--- src/rtl/ulpi_pkg.sv ---
// Shared definitions for the ULPI register-access arbiter: command prefixes,
// FSM encoding and the default SIE handshake timeout.
package ulpi_pkg;

  localparam logic [1:0] ULPI_REGW = 2'b10;
  localparam logic [1:0] ULPI_REGR = 2'b11;

  localparam int ULPI_TO_CYCLES_DEF = 1024;

  typedef enum logic [1:0] {
    ST_IDLE  = 2'd0,
    ST_WACK  = 2'd1,
    ST_WDONE = 2'd2
  } arb_state_e;

  function automatic logic is_reg_read(input logic [7:0] c);
    return (c[7:6] == ULPI_REGR);
  endfunction

endpackage

--- src/rtl/rr_pick.sv ---
// Round-robin requester pick: first set req bit at or after ptr, wrapping.
module rr_pick #(
  parameter int NREQ = 3,
  parameter int IW   = 2
) (
  input  logic [NREQ-1:0] req,
  input  logic [IW-1:0]   ptr,
  output logic [NREQ-1:0] winner,
  output logic            any
);

  logic [IW-1:0] idx;
  logic          found;

  always_comb begin
    winner = '0;
    found  = 1'b0;
    idx    = '0;
    for (int k = 0; k < NREQ; k++) begin
      idx = IW'((int'(ptr) + k) % NREQ);
      if (!found && req[idx]) begin
        winner[idx] = 1'b1;
        found       = 1'b1;
      end
    end
  end

  assign any = |req;

endmodule

--- src/rtl/ulpi_reg_arb.sv ---
// Arbitrates NREQ register-access requesters onto one shared SIE register engine.
// Optional SIE handshake timeout enabled by defining ULPI_ARB_TIMEOUT_EN.
module ulpi_reg_arb
  import ulpi_pkg::*;
#(
  parameter int NREQ      = 3,
  parameter int TO_CYCLES = ULPI_TO_CYCLES_DEF
) (
  input  logic              clk,
  input  logic              rst_n,
  input  logic [NREQ-1:0]   req,
  input  logic [NREQ*8-1:0] req_cmd,
  input  logic [NREQ*8-1:0] req_wd,
  output logic [NREQ-1:0]   gnt,
  output logic [NREQ-1:0]   done,
  output logic [7:0]        rd,
  output logic              err,
  output logic              sie_en,
  input  logic              sie_busy,
  output logic [7:0]        cmd,
  output logic [7:0]        regwd,
  input  logic [7:0]        regrd
);

  localparam int IW = (NREQ > 1) ? $clog2(NREQ) : 1;

  arb_state_e      state_q, state_d;
  logic [NREQ-1:0] gnt_q, gnt_d;
  logic [NREQ-1:0] done_q, done_d;
  logic [IW-1:0]   ptr_q, ptr_d;
  logic            sie_en_q, sie_en_d;
  logic [7:0]      cmd_q, cmd_d;
  logic [7:0]      regwd_q, regwd_d;
  logic [7:0]      rd_q, rd_d;

  logic [NREQ-1:0] pick_win;
  logic            pick_any;
  logic [7:0]      pick_cmd, pick_wd;
  logic [IW-1:0]   win_idx, ptr_nxt;

  rr_pick #(
    .NREQ (NREQ),
    .IW   (IW)
  ) u_rr_pick (
    .req    (req),
    .ptr    (ptr_q),
    .winner (pick_win),
    .any    (pick_any)
  );

  always_comb begin
    pick_cmd = '0;
    pick_wd  = '0;
    for (int i = 0; i < NREQ; i++) begin
      if (pick_win[i]) begin
        pick_cmd = req_cmd[8*i +: 8];
        pick_wd  = req_wd[8*i +: 8];
      end
    end
  end

  // Pointer moves to the requester after the one just served.
  always_comb begin
    win_idx = '0;
    for (int i = 0; i < NREQ; i++) begin
      if (gnt_q[i]) win_idx = IW'(i);
    end
    ptr_nxt = (win_idx == IW'(NREQ - 1)) ? '0 : win_idx + 1'b1;
  end

`ifdef ULPI_ARB_TIMEOUT_EN
  localparam int TW = $clog2(TO_CYCLES + 1);

  logic [TW-1:0] to_cnt_q, to_cnt_d;
  logic          err_q, err_d;
  logic          to_hit;

  assign to_hit = (to_cnt_q == TW'(TO_CYCLES - 1));
`else
  logic unused_to_cfg;
  assign unused_to_cfg = (TO_CYCLES == 0);
`endif

  always_comb begin
    state_d  = state_q;
    gnt_d    = gnt_q;
    done_d   = '0;
    ptr_d    = ptr_q;
    sie_en_d = sie_en_q;
    cmd_d    = cmd_q;
    regwd_d  = regwd_q;
    rd_d     = rd_q;
`ifdef ULPI_ARB_TIMEOUT_EN
    err_d    = 1'b0;
    to_cnt_d = (state_q == ST_IDLE) ? '0 : to_cnt_q + 1'b1;
`endif

    case (state_q)
      ST_IDLE: begin
        if (pick_any && !sie_busy) begin
          gnt_d    = pick_win;
          cmd_d    = pick_cmd;
          regwd_d  = pick_wd;
          sie_en_d = 1'b1;
          state_d  = ST_WACK;
        end
      end
      ST_WACK: begin
        if (sie_busy) begin
          sie_en_d = 1'b0;
          state_d  = ST_WDONE;
        end
      end
      ST_WDONE: begin
        if (!sie_busy) begin
          done_d  = gnt_q;
          gnt_d   = '0;
          ptr_d   = ptr_nxt;
          state_d = ST_IDLE;
          if (is_reg_read(cmd_q)) rd_d = regrd;
        end
      end
      default: begin
        state_d  = ST_IDLE;
        gnt_d    = '0;
        sie_en_d = 1'b0;
      end
    endcase

`ifdef ULPI_ARB_TIMEOUT_EN
    // Abort wins over a coincident normal step; read data is not trusted.
    if (state_q != ST_IDLE && to_hit) begin
      sie_en_d = 1'b0;
      done_d   = gnt_q;
      err_d    = 1'b1;
      gnt_d    = '0;
      ptr_d    = ptr_nxt;
      rd_d     = rd_q;
      state_d  = ST_IDLE;
    end
`endif
  end

  always_ff @(posedge clk or negedge rst_n) begin
    if (!rst_n) begin
      state_q  <= ST_IDLE;
      gnt_q    <= '0;
      done_q   <= '0;
      ptr_q    <= '0;
      sie_en_q <= 1'b0;
      cmd_q    <= '0;
      regwd_q  <= '0;
      rd_q     <= '0;
    end else begin
      state_q  <= state_d;
      gnt_q    <= gnt_d;
      done_q   <= done_d;
      ptr_q    <= ptr_d;
      sie_en_q <= sie_en_d;
      cmd_q    <= cmd_d;
      regwd_q  <= regwd_d;
      rd_q     <= rd_d;
    end
  end

`ifdef ULPI_ARB_TIMEOUT_EN
  always_ff @(posedge clk or negedge rst_n) begin
    if (!rst_n) begin
      to_cnt_q <= '0;
      err_q    <= 1'b0;
    end else begin
      to_cnt_q <= to_cnt_d;
      err_q    <= err_d;
    end
  end

  assign err = err_q;
`else
  assign err = 1'b0;
`endif

  assign gnt    = gnt_q;
  assign done   = done_q;
  assign rd     = rd_q;
  assign sie_en = sie_en_q;
  assign cmd    = cmd_q;
  assign regwd  = regwd_q;

endmodule

--- config.mk ---
export PLATFORM = sky130hd
export DESIGN_NAME = ulpi_reg_arb
export DESIGN_NICKNAME = d
export VERILOG_FILES = /design/src/rtl/ulpi_pkg.sv /design/src/rtl/rr_pick.sv /design/src/rtl/ulpi_reg_arb.sv
export SDC_FILE = /design/constraint.sdc
export NUM_CORES = 1
export LEC_CHECK = 0
export BUFFER_PORTS_ARGS = -buffer_cell sky130_fd_sc_hd__buf_2
export CORE_ASPECT_RATIO = 1.5
export CORE_MARGIN = 3
export CORE_UTILIZATION = 45
export CTS_CLUSTER_SIZE = 8
export DETAILED_ROUTE_END_ITERATION = 6
export PLACE_DENSITY = 0.78
export SLEW_MARGIN = 20
export SYNTH_ARGS = -nofsm -noshare
export SYNTH_HDL_FRONTEND = slang
export SYNTH_SLANG_ARGS = --single-unit
--- constraint.sdc ---
create_clock -name clk -period 5.5 [get_ports clk]
set_input_delay 0.825 -clock clk [delete_from_list [all_inputs] [get_ports clk]]
set_output_delay 0.825 -clock clk [all_outputs]
set_load 0.1 [all_outputs]
==> reports/metrics.yaml <==
path_max_fanout: 17
fin_crit_ps: 2400
ys_ff_latch: 35
ys_types: 39
numCtsBuffers: 5
drc: 0
cts_hold_buf: 0
worstSetupEndpointType: "flop"
synth.yosys.warnings: 0
antenna_left: 0
setup-tns-final_ps: 0
cts_buffer_depth: 2
fill_cells: 372
drive_gt1_frac: 0.392
portBuffers: 92
syn_nets: 259
drtPass1Iterations: 6
clock_latency_ps: 290
worst_slew_pin_slew_ps: 815
setup_viol: 0
design_area_mm2: 0.00246
fin_skew_ps: 5.77
hold_depth: 1
area.sequential_um2: 876
num_rows: 28
root_buffer: "clkbuf_8"
hpwl_mm: 3.88
multiInputGateArea_um2: 937
drv_slew: 0
nNetsFinal: 343
fmax_mhz: 417
finalCritPeriodShare: 0.436
die-area_mm2: 0.00519
clkTransAtPathRegs_ps: 70
die_h_um: 86.8
hold_path_class: "reg -> reg"
grt_pass1_vias: 1794
seq_area_frac_synth: 0.448
wire_per_inst_um: 16.2
insertedDiodeCount: 0
slew_headroom: 0.456
finalWirelength_mm: 5.25
grt_max_degree: 36
cts_setup_buffers: 0
worstSetupStartpointType: "flop"
rsz0062_at_grt: "no"
dpl_cell_area_mm2: 0.00235
core-area_mm2: 0.00406
antenna_found_initial: 0
io_pins: 94
hold_viol_final: 0
areaGrowthSynthToFinish_pct: 25.9
via_count: 1884
synth_area_mm2: 0.00196
post_cts_resized: 0
track_usage: 0.208
gp_congestion: 0.907
drtIter0Drc: 71
worstSetupPathType: "reg -> reg"
crit_required_ps: 5700
netlist_instances: 193
grt_overflow: 0
numClockSinks: 35
fp.dieW_um: 59.8
status: "completed"
h-tree-depth: 2
initial_core_util: 0.482
cts_tree: "done"
r2r_cells: 7
critPathArrivalTime_ps: 2600
vias_per_cell: 5.83
synth_area_per_cell_um2: 10.1
grt_pass1_wl_mm: 8.22
drv_cap: 0
[logic make-up (layout without fill, tap and decap cells)]
logic type	Yosys count	after routing	synth area share
AND/OR/NAND/NOR	49	49	0.160
other	1	1	0.00192
adder cells (fa/ha/maj)	4	4	0.0256
buffers and inverters	22	107	0.0735
flip-flops	35	35	0.448
AO/OA/AOI/OAI	69	69	0.221
multiplexers	12	12	0.0665
XOR/XNOR	1	1	0.00448
[layout make-up]
class                   instances  share of cell area
flip-flops and latches         35               0.356
well taps                      45              0.0229
repair buffers                 93               0.191
clock buffers                   8              0.0406
inverters                       6             0.00914
multi-input cells             136               0.380
[cells in the mapped netlist]
| cell | instances | area (µm²) |
|---|---|---|
| o32ai_1 | 1 | 8.76 |
| buf_6 | 4 | 45.0 |
| inv_1 | 4 | 15.0 |
| mux2i_1 | 4 | 40.0 |
| and2_1 | 5 | 31.3 |
| and2b_4 | 1 | 10.0 |
| o21ai_0 | 20 | 100 |
| and3_1 | 1 | 6.26 |
| o22ai_1 | 18 | 113 |
| conb_1 | 1 | 3.75 |
| o311ai_1 | 1 | 8.76 |
| buf_4 | 4 | 30.0 |
| nor4_1 | 1 | 6.26 |
| clkbuf_1 | 3 | 11.3 |
| xnor2_1 | 1 | 8.76 |
| a211o_1 | 1 | 8.76 |
| nor4_4 | 1 | 21.3 |
| buf_2 | 4 | 20.0 |
| inv_2 | 2 | 7.51 |
| o221ai_2 | 1 | 15.0 |
| buf_8 | 1 | 15.0 |
| nor3_1 | 4 | 20.0 |
| nor2_1 | 2 | 7.51 |
| nand3_1 | 1 | 5.00 |
| nand4_1 | 16 | 100 |
| dfrtp_1 | 35 | 876 |
| nand3b_1 | 2 | 15.0 |
| o21a_1 | 2 | 15.0 |
| nor3b_2 | 3 | 37.5 |
| nand2b_1 | 3 | 18.8 |
| a21o_1 | 2 | 15.0 |
| ha_1 | 4 | 50.1 |
| o21ai_1 | 4 | 20.0 |
| a31oi_1 | 16 | 100 |
| o211ai_2 | 1 | 12.5 |
| o211a_1 | 1 | 10.0 |
| nand2_1 | 9 | 33.8 |
| a21oi_1 | 1 | 5.00 |
| mux2_1 | 8 | 90.1 |
[worst paths after layout]
kind	startpoint	end	slack, ps
worst max register to register	ptr_q[1]$_DFFE_PN0P_	cmd[1]$_DFFE_PN0P_	3100
worst min register to register	rd[1]$_DFFE_PN0P_	rd[1]$_DFFE_PN0P_	480
worst max-delay path	ptr_q[1]$_DFFE_PN0P_	cmd[1]$_DFFE_PN0P_	3100
min in group asynchronous	rst_n	rd[6]$_DFFE_PN0P_	600
worst min-delay path	rd[1]$_DFFE_PN0P_	rd[1]$_DFFE_PN0P_	480
max in group asynchronous	rst_n	gnt[2]$_DFFE_PN0P_	4420
[cells in the final DEF, fill, tap and decap left out, types with 3 or more instances in the layout]
| cell | count |
|---|---|
| ha_1 | 4 |
| mux2_1 | 8 |
| o21ai_0 | 20 |
| dfrtp_1 | 35 |
| nand2_1 | 9 |
| nor3b_2 | 3 |
| o22ai_1 | 18 |
| nor3_1 | 4 |
| clkbuf_8 | 7 |
| a31oi_1 | 16 |
| inv_1 | 4 |
| nand2b_1 | 3 |
| and2_1 | 5 |
| mux2i_1 | 4 |
| buf_2 | 92 |
| o21ai_1 | 4 |
| nand4_1 | 16 |
[through the flow]
stage,hold slack [ps],util,instances,setup WS (ps)
floorplan,529,-,193,3450
CTS,485,0.603,322,2660
global placement,461,0.579,314,2440
detailed placement,469,0.579,314,2380
global route,493,0.606,323,2830
finish,482,0.606,323,3100
[critical path: stages (launching register included)]
cell	delay, ps
dfrtp_1	400
inv_1	100
ha_1	310
mux2i_1	360
nor3b_2	100
o221ai_2	660
o22ai_1	180
a31oi_1	200
[sequential cells by signal, indices dropped and copies added (netlist names)]
register	cells
ptr_q	2
done	3
cmd	8
sie_en	1
regwd	8
gnt	3
rd	8
state_q	2
[metal layers]
layer | part of all wire | wire length [µm] | vias to the layer above | global-route usage
met1 | 0.38 | 1990 | 891 | 0.250
met4 | 0.023 | 123 | 0 | 0.0927
met2 | 0.52 | 2750 | 82 | 0.343
li1 | - | - | 899 | -
met5 | 0 | 0 | - | 0
met3 | 0.073 | 382 | 12 | 0.0537
Power is left out: the tool's default activity adds up to more than one toggle a clock period on the data nets, which glitch-free logic cannot reach.
